File: src/rtl/noc_egress_buffer.sv
// Tile-to-router egress buffer: a FIFO absorbs tile flit bursts, and the buffer
// forwards them under credit-based flow control with drop and credit-error status.
module noc_egress_buffer #(
    parameter int NODE_COUNT      = 9,
    parameter int PACKET_ID_WIDTH = 5,
    parameter int DEPTH           = 8,
    parameter int CREDITS         = 4,
    localparam int FLIT_W = 2*$clog2(NODE_COUNT) + PACKET_ID_WIDTH + 20,
    localparam int OCC_W  = $clog2(DEPTH+1)
) (
    input  logic              clk,
    input  logic              rst_n,
    input  logic [FLIT_W-1:0] flit_in,
    output logic              in_ready,
    output logic [FLIT_W-1:0] flit_out,
    input  logic              credit_in,
    output logic [OCC_W-1:0]  occupancy,
    output logic [7:0]        drop_count,
    output logic              credit_err
);

    localparam int PTR_W  = $clog2(DEPTH);
    localparam int CRED_W = $clog2(CREDITS+1);
    localparam logic [OCC_W-1:0]  FULL_OCC = OCC_W'(DEPTH);
    localparam logic [CRED_W-1:0] MAX_CRED = CRED_W'(CREDITS);

    function automatic logic [7:0] satInc(input logic [7:0] val);
        return (val == 8'hFF) ? val : val + 8'd1;
    endfunction

    // The valid bit is implied by storage, so only the payload is kept.
    logic [FLIT_W-2:0]  mem [DEPTH];
    logic [PTR_W-1:0]   wrPtr;
    logic [PTR_W-1:0]   rdPtr;
    logic [OCC_W-1:0]   occ;
    logic [CRED_W-1:0]  creditCnt;
    logic [FLIT_W-1:0]  flitOut_p1;
    logic [7:0]         dropCnt;
    logic               creditErr;
    logic               full;
    logic               push;
    logic               drop;
    logic               send;

    // Full is judged on registered occupancy, so a same-cycle send never frees a slot.
    assign full = (occ == FULL_OCC);
    assign push = flit_in[FLIT_W-1] & ~full;
    assign drop = flit_in[FLIT_W-1] & full;
    assign send = (occ != '0) && (creditCnt != '0);

    assign in_ready   = ~full;
    assign flit_out   = flitOut_p1;
    assign occupancy  = occ;
    assign drop_count = dropCnt;
    assign credit_err = creditErr;

    always_ff @(posedge clk) begin
        if (push) begin
            mem[wrPtr] <= flit_in[FLIT_W-2:0];
        end
    end

    // Stage p1: registered send towards the router
    always_ff @(posedge clk) begin
        if (!rst_n) begin
            wrPtr      <= '0;
            rdPtr      <= '0;
            occ        <= '0;
            creditCnt  <= MAX_CRED;
            flitOut_p1 <= '0;
            dropCnt    <= '0;
            creditErr  <= 1'b0;
        end else begin
            if (push) wrPtr <= wrPtr + PTR_W'(1);
            if (send) rdPtr <= rdPtr + PTR_W'(1);

            case ({push, send})
                2'b10:   occ <= occ + OCC_W'(1);
                2'b01:   occ <= occ - OCC_W'(1);
                default: occ <= occ;
            endcase

            if (credit_in && !send) begin
                if (creditCnt == MAX_CRED) creditErr <= 1'b1;
                else                       creditCnt <= creditCnt + CRED_W'(1);
            end else if (!credit_in && send) begin
                creditCnt <= creditCnt - CRED_W'(1);
            end

            if (drop) dropCnt <= satInc(dropCnt);

            flitOut_p1 <= send ? {1'b1, mem[rdPtr]} : '0;
        end
    end

endmodule

File: config.mk
export PLATFORM = sky130hd
export DESIGN_NAME = noc_egress_buffer
export DESIGN_NICKNAME = d
export VERILOG_FILES = /design/src/rtl/noc_egress_buffer.sv
export SDC_FILE = /design/constraint.sdc
export NUM_CORES = 1
export LEC_CHECK = 0
export CAP_MARGIN = 20
export CORE_MARGIN = 2
export CORE_UTILIZATION = 45
export DETAILED_ROUTE_END_ITERATION = 6
export PLACE_DENSITY = 0.7
export SYNTH_ARGS = -nofsm -noshare
export SYNTH_HDL_FRONTEND = slang
export SYNTH_SLANG_ARGS = --single-unit
File: constraint.sdc
create_clock -name clk -period 13.85 [get_ports clk]
set_input_delay 3.4625 -clock clk [delete_from_list [all_inputs] [get_ports clk]]
set_output_delay 3.4625 -clock clk [all_outputs]
set_load 0.05 [all_outputs]
# After elaboration in Yosys (flattened, before gate mapping)
# Memories as Yosys holds them, arrays and structs flattened. A register that Yosys moved wholly into a read port is not among the register bits.
# Index checks and enable logic that the tools add are counted.
# totals
regBits	55
output_inout_bits	47
elab_cells	48
ram_bits	256
n_memories	1
# classes
n_mux	9
bitwise	4
n_eq_ne	6
n_reduce_logical	13
addsub	7
# mem_list
name	depth	width	rd	rd_clocked_by_memory_dff	write_ports	line_no	text
mem	8	32	1	1	1	32	logic [FLIT_W-2:0] mem [DEPTH];
# op_table
op	count
two-way mux 33 bit	1
two-way mux 3 bit	5
adder 3 x 1 -> 3 bit, second input constant	3
adder 8 x 1 -> 8 bit, second input constant	1
equality test 8 bit, second input constant	1
case mux 4 bit (2 select lines)	1
AND reduction 2 bit	4
adder 4 x 1 -> 4 bit, second input constant	1
equality test 4 bit, second input constant	1
nonzero test 2 bit	2
nonzero test 4 bit	1
subtractor 4 x 1 -> 4 bit, second input constant	1
equality test 3 bit, second input constant	1
logical AND 1 bit	3
nonzero test 3 bit	1
subtractor 3 x 1 -> 3 bit, second input constant	1
bitwise AND 1 bit	2
equality test 2 x 1 -> 1 bit, second input constant	1
equality test 2 bit, second input constant	1
zero test 1 bit	2
two-way mux 1 bit	2
inequality test 2 bit, second input constant	1
inverter 1 bit	2

# Logic depth before layout (Yosys ltp)
# logic_depth
depth_word	6
ltp_mapped	10
depth_no_buf	9

# Worst setup path before layout
# No wires, ideal clock.
# synth_path
path_type	input port to flip-flop
startpoint	input port flit_in[32]
endpoint	memory mem[0][0] (netlist name), enable pin
t_arrival_ns	6.963
path_buffers	1
setup_ns	0.501
slack_ns	6.385
t_required_ns	13.349
stages	3
path_cell_list	clkbuf_1 nand2_1 nor4_1
# synth_between
elab_chain_len	3
# synth_lines
element	line_no	text
start: declaration	13	input logic [FLIT_W-1:0] flit_in,
bitwise AND 1 bit	47	assign push = flit_in[FLIT_W-1] & ~full;
two-way mux 1 bit	58	if (push) begin
two-way mux 1 bit (implied by the code)	59	mem[wrPtr] <= flit_in[FLIT_W-2:0];
end: declaration	32	
# Every way passes these cells.

# Final worst setup path
# layout_path
startpoint	register occ[1] (netlist: occupancy[1])
endpoint	output port in_ready
# layout_between
elab_chain_len	2
# layout_lines
element	line_no	text
start: declaration	35	logic [OCC_W-1:0] occ;
start signal: assignment	78	2'b10: occ <= occ + OCC_W'(1);
start signal: assignment	79	2'b01: occ <= occ - OCC_W'(1);
equality test 4 bit	46	assign full = (occ == FULL_OCC);
inverter 1 bit	51	assign in_ready = ~full;
end: declaration	14	output logic in_ready,
# Every way passes these cells.

==> summary.md <==
| Metric | Value |
|---|---|
| Final setup vio count | `0` |
| Post-route setup TNS | `0 ps` |
| CP arrival | `2310 ps` |
| Routed vias | `5704` |
| Vias in the first global route | `6179` |
| Clock buffer depth | `3` |
| Syn Std Cell Area | `between 0.01 and 0.015 mm^2` |
| I/O pins | `just over 80` |
| First-pass GRT wire length | `~34000 um` |
| Routed Wire Length | `between 20000 and 25000 um` |
| Status | `finished clean` |
| Pwr/cell area | `just under 200 mW/mm^2` |
| Final Hold Viols | `0` |
| TritonCTS clock tree | `done` |
| Element type at the critical path start | `flop` |
| Register area share after synthesis | `between 70 and 80%` |
| Fin nets | `approximately 740` |
| Worst Max-Slew Pin Slew | `941 ps` |
| Most common cell after layout, fill and taps aside | `edfxtp_1` |
| Post-synth EDFFs | `around 260` |
| IO buf count | `82` |
| Detailed placer's ending HPWL | `12900 um` |
| Initial antenna violation count | `0` |
| FF-to-FF setup slack | `~11000 ps` |
| Synthesized net count | `638` |
| Async set-reset flop share out of synthesis | `0%` |
| CTS root buf | `clkbuf_16` |
| Largest net degree at the start of global routing | `65` |
| Die span in x | `165 um` |
| Layout Utilization | `between 50% and 60%` |
| Post-route DRC | `0` |
| Worst Hold Class | `reg2reg` |
| Cell variety after synth | `46` |
| Max FO, Critical Path | `10` |
| Max Transition Viols Final | `0` |
| Ant. Diodes | `0` |
| H-tree depth | `1` |
| Warning count from the yosys run | `0` |
| Final critical-path required period | `5780 ps` |
| Die ar. | `0.0273 mm^2` |
| Final instance area | `0.0141 mm^2` |
| Placed cells | `993` |
| Routed Antenna Nets | `0` |
| Avg WL per Cell | `20.8 um` |
| Post-Layout Cell Count | `1050` |
| Most used DFF post-synth | `edfxtp_1` |
| Slew margin rel. | `37.3%` |
| Die Ht | `165 um` |
| RSZ-0062 raised after global routing | `false` |
| FF+latch count, synth | `314` |
| FP Rows | `58` |
| Fmax | `173 MHz` |
| Share of layout cells above drive strength 1 | `19.6%` |
| # resized after CTS | `0` |
| 1st-iter DRT viols | `530` |
| Avg Vias per Cell | `5.43` |
| Total CTS buffers | `30` |
| WS Path Type | `reg2out` |
| Total leakage power | `4.49 nW` |
| Total Power | `2.79 mW` |
| Max VDD drop | `0.000143 V` |
| Total GRT Usage | `16.6%` |
| Syn_area_per_cell | `approximately 20 um^2` |
| First-pass DRT Iterations | `5` |
| Final GP Congestion | `about 0.84` |
| Critical Path End Type | `primary output` |
| Clock transition at path regs | `60 ps` |
| Worst EP required | `10390 ps` |
| Initial Util | `46.1%` |
| Syn Inst Count | `596` |
| Final worst-path cycle share | `between 40% and 50%` |
| Sink Count | `314` |
| Total grt overflow | `0` |
| Setup Skew | `around 9.1 ps` |
| Postcts setup bufs | `0` |
| Fillers | `1885` |
| Core area | `0.0253 mm^2` |
| Max-cap violations | `0` |
| # hold bufs at CTS | `0` |
| Worst-Skew Late Latency | `540 ps` |
| Area grow syn2layout | `20.4%` |
| Placed Area | `0.0130 mm^2` |
| Commonest non-fill, non-tap cells in the layout | `256 x edfxtp_1, 82 x clkdlybuf4s50_1, 64 x mux4_2` |
-- state kept, by name, summed over array words and instances (netlist names), named ones only --
name	count
wrPtr	3
creditCnt	3
rdPtr	3
credit_err	1
drop_count	8
flit_out	33
occupancy	4
mem	256
-- kinds of logic after synthesis --
family | Yosys count | synth area share (%)
xor gates and xnor gates | 7 | 0.525
muxes | 104 | 15.8
adders and majority gates | 6 | 0.707
AOI/OAI and AO/OA | 22 | 1.19
DFF | 314 | 75.7
and+or+nand+nor | 111 | 4.85
buffers and inverters | 32 | 1.26
-- where the power goes --
part	switching, mW	internal [mW]	total (mW)
combinational	0.387	0.311	0.699
sequential	0.0942	1.12	1.22
clock	0.337	0.536	0.873
-- synth_stat cells, types with 2 or more instances --
| cell type | count | share of area (%) |
|---|---|---|
| dfxtp_1 | 58 | 9.9 |
| mux4_2 | 64 | 12 |
| nand3_1 | 6 | 0.26 |
| and3b_1 | 3 | 0.22 |
| nand2_2 | 2 | 0.11 |
| buf_4 | 3 | 0.19 |
| nor4b_4 | 2 | 0.41 |
| a31oi_1 | 2 | 0.11 |
| xor2_1 | 5 | 0.37 |
| edfxtp_1 | 256 | 66 |
| inv_2 | 2 | 0.064 |
| a21oi_1 | 6 | 0.26 |
| o211ai_1 | 2 | 0.13 |
| nor3_1 | 9 | 0.39 |
| mux2i_1 | 40 | 3.4 |
| inv_1 | 4 | 0.13 |
| nand2_1 | 16 | 0.51 |
| nor2b_1 | 3 | 0.16 |
| nor4_1 | 3 | 0.16 |
| nand2b_1 | 6 | 0.32 |
| o21ai_0 | 4 | 0.17 |
| clkbuf_1 | 12 | 0.39 |
| nor2_1 | 50 | 1.6 |
| ha_1 | 5 | 0.54 |
| buf_1 | 2 | 0.064 |
| or4_1 | 2 | 0.13 |
| xnor2_1 | 2 | 0.15 |
| buf_2 | 7 | 0.30 |
| or3_1 | 3 | 0.16 |
-- through the flow --
step,hold slack [ps],setup slack [ps]
floorplan,462,6390
global placement,464,7800
detailed placement,481,7640
CTS,498,8040
global route,526,7990
finish,502,8070
-- path summary, 6_finish.rpt --
| check | from | to | cells past startpoint |
|---|---|---|---|
| max | occupancy[1] | in_ready | 3 |
| min | rdPtr[1] | rdPtr[1] | 2 |
| max reg2reg | occupancy[1] | occupancy[2] | 9 |
| min reg2reg | rdPtr[1] | rdPtr[1] | 2 |
-- critical path, stage by stage (launching register included) --
cell             delay, ps
dfxtp_1                420
nor4b_4                450
inv_2                  160
clkdlybuf4s50_1        730
-- layer usage --
layer  vias to the layer above  routed length (um)  global-route usage, %  share of wire [%]
li1                       2575                   -                      -                  -
met4                         0                 450                   4.27                2.1
met3                        35                1230                   2.40                5.6
met5                         -                   0                      0                  0
met1                      2924                8820                   21.7                 40
met2                       170               11400                   29.3                 52
-- final cells by class --
class / instances / area (um^2) / area share [%]
Timing Repair Buffer: 93 / 956 / 6.79
Inverter: 7 / 26.3 / 0.187
Sequential cell: 314 / 8860 / 62.9
Clock inverter: 18 / 248 / 1.76
Multi-Input combinational cell: 250 / 2740 / 19.5
Tap cell: 330 / 413 / 2.93
Clock buffer: 38 / 832 / 5.91
No activity file was read; power rests on OpenSTA's default activity.
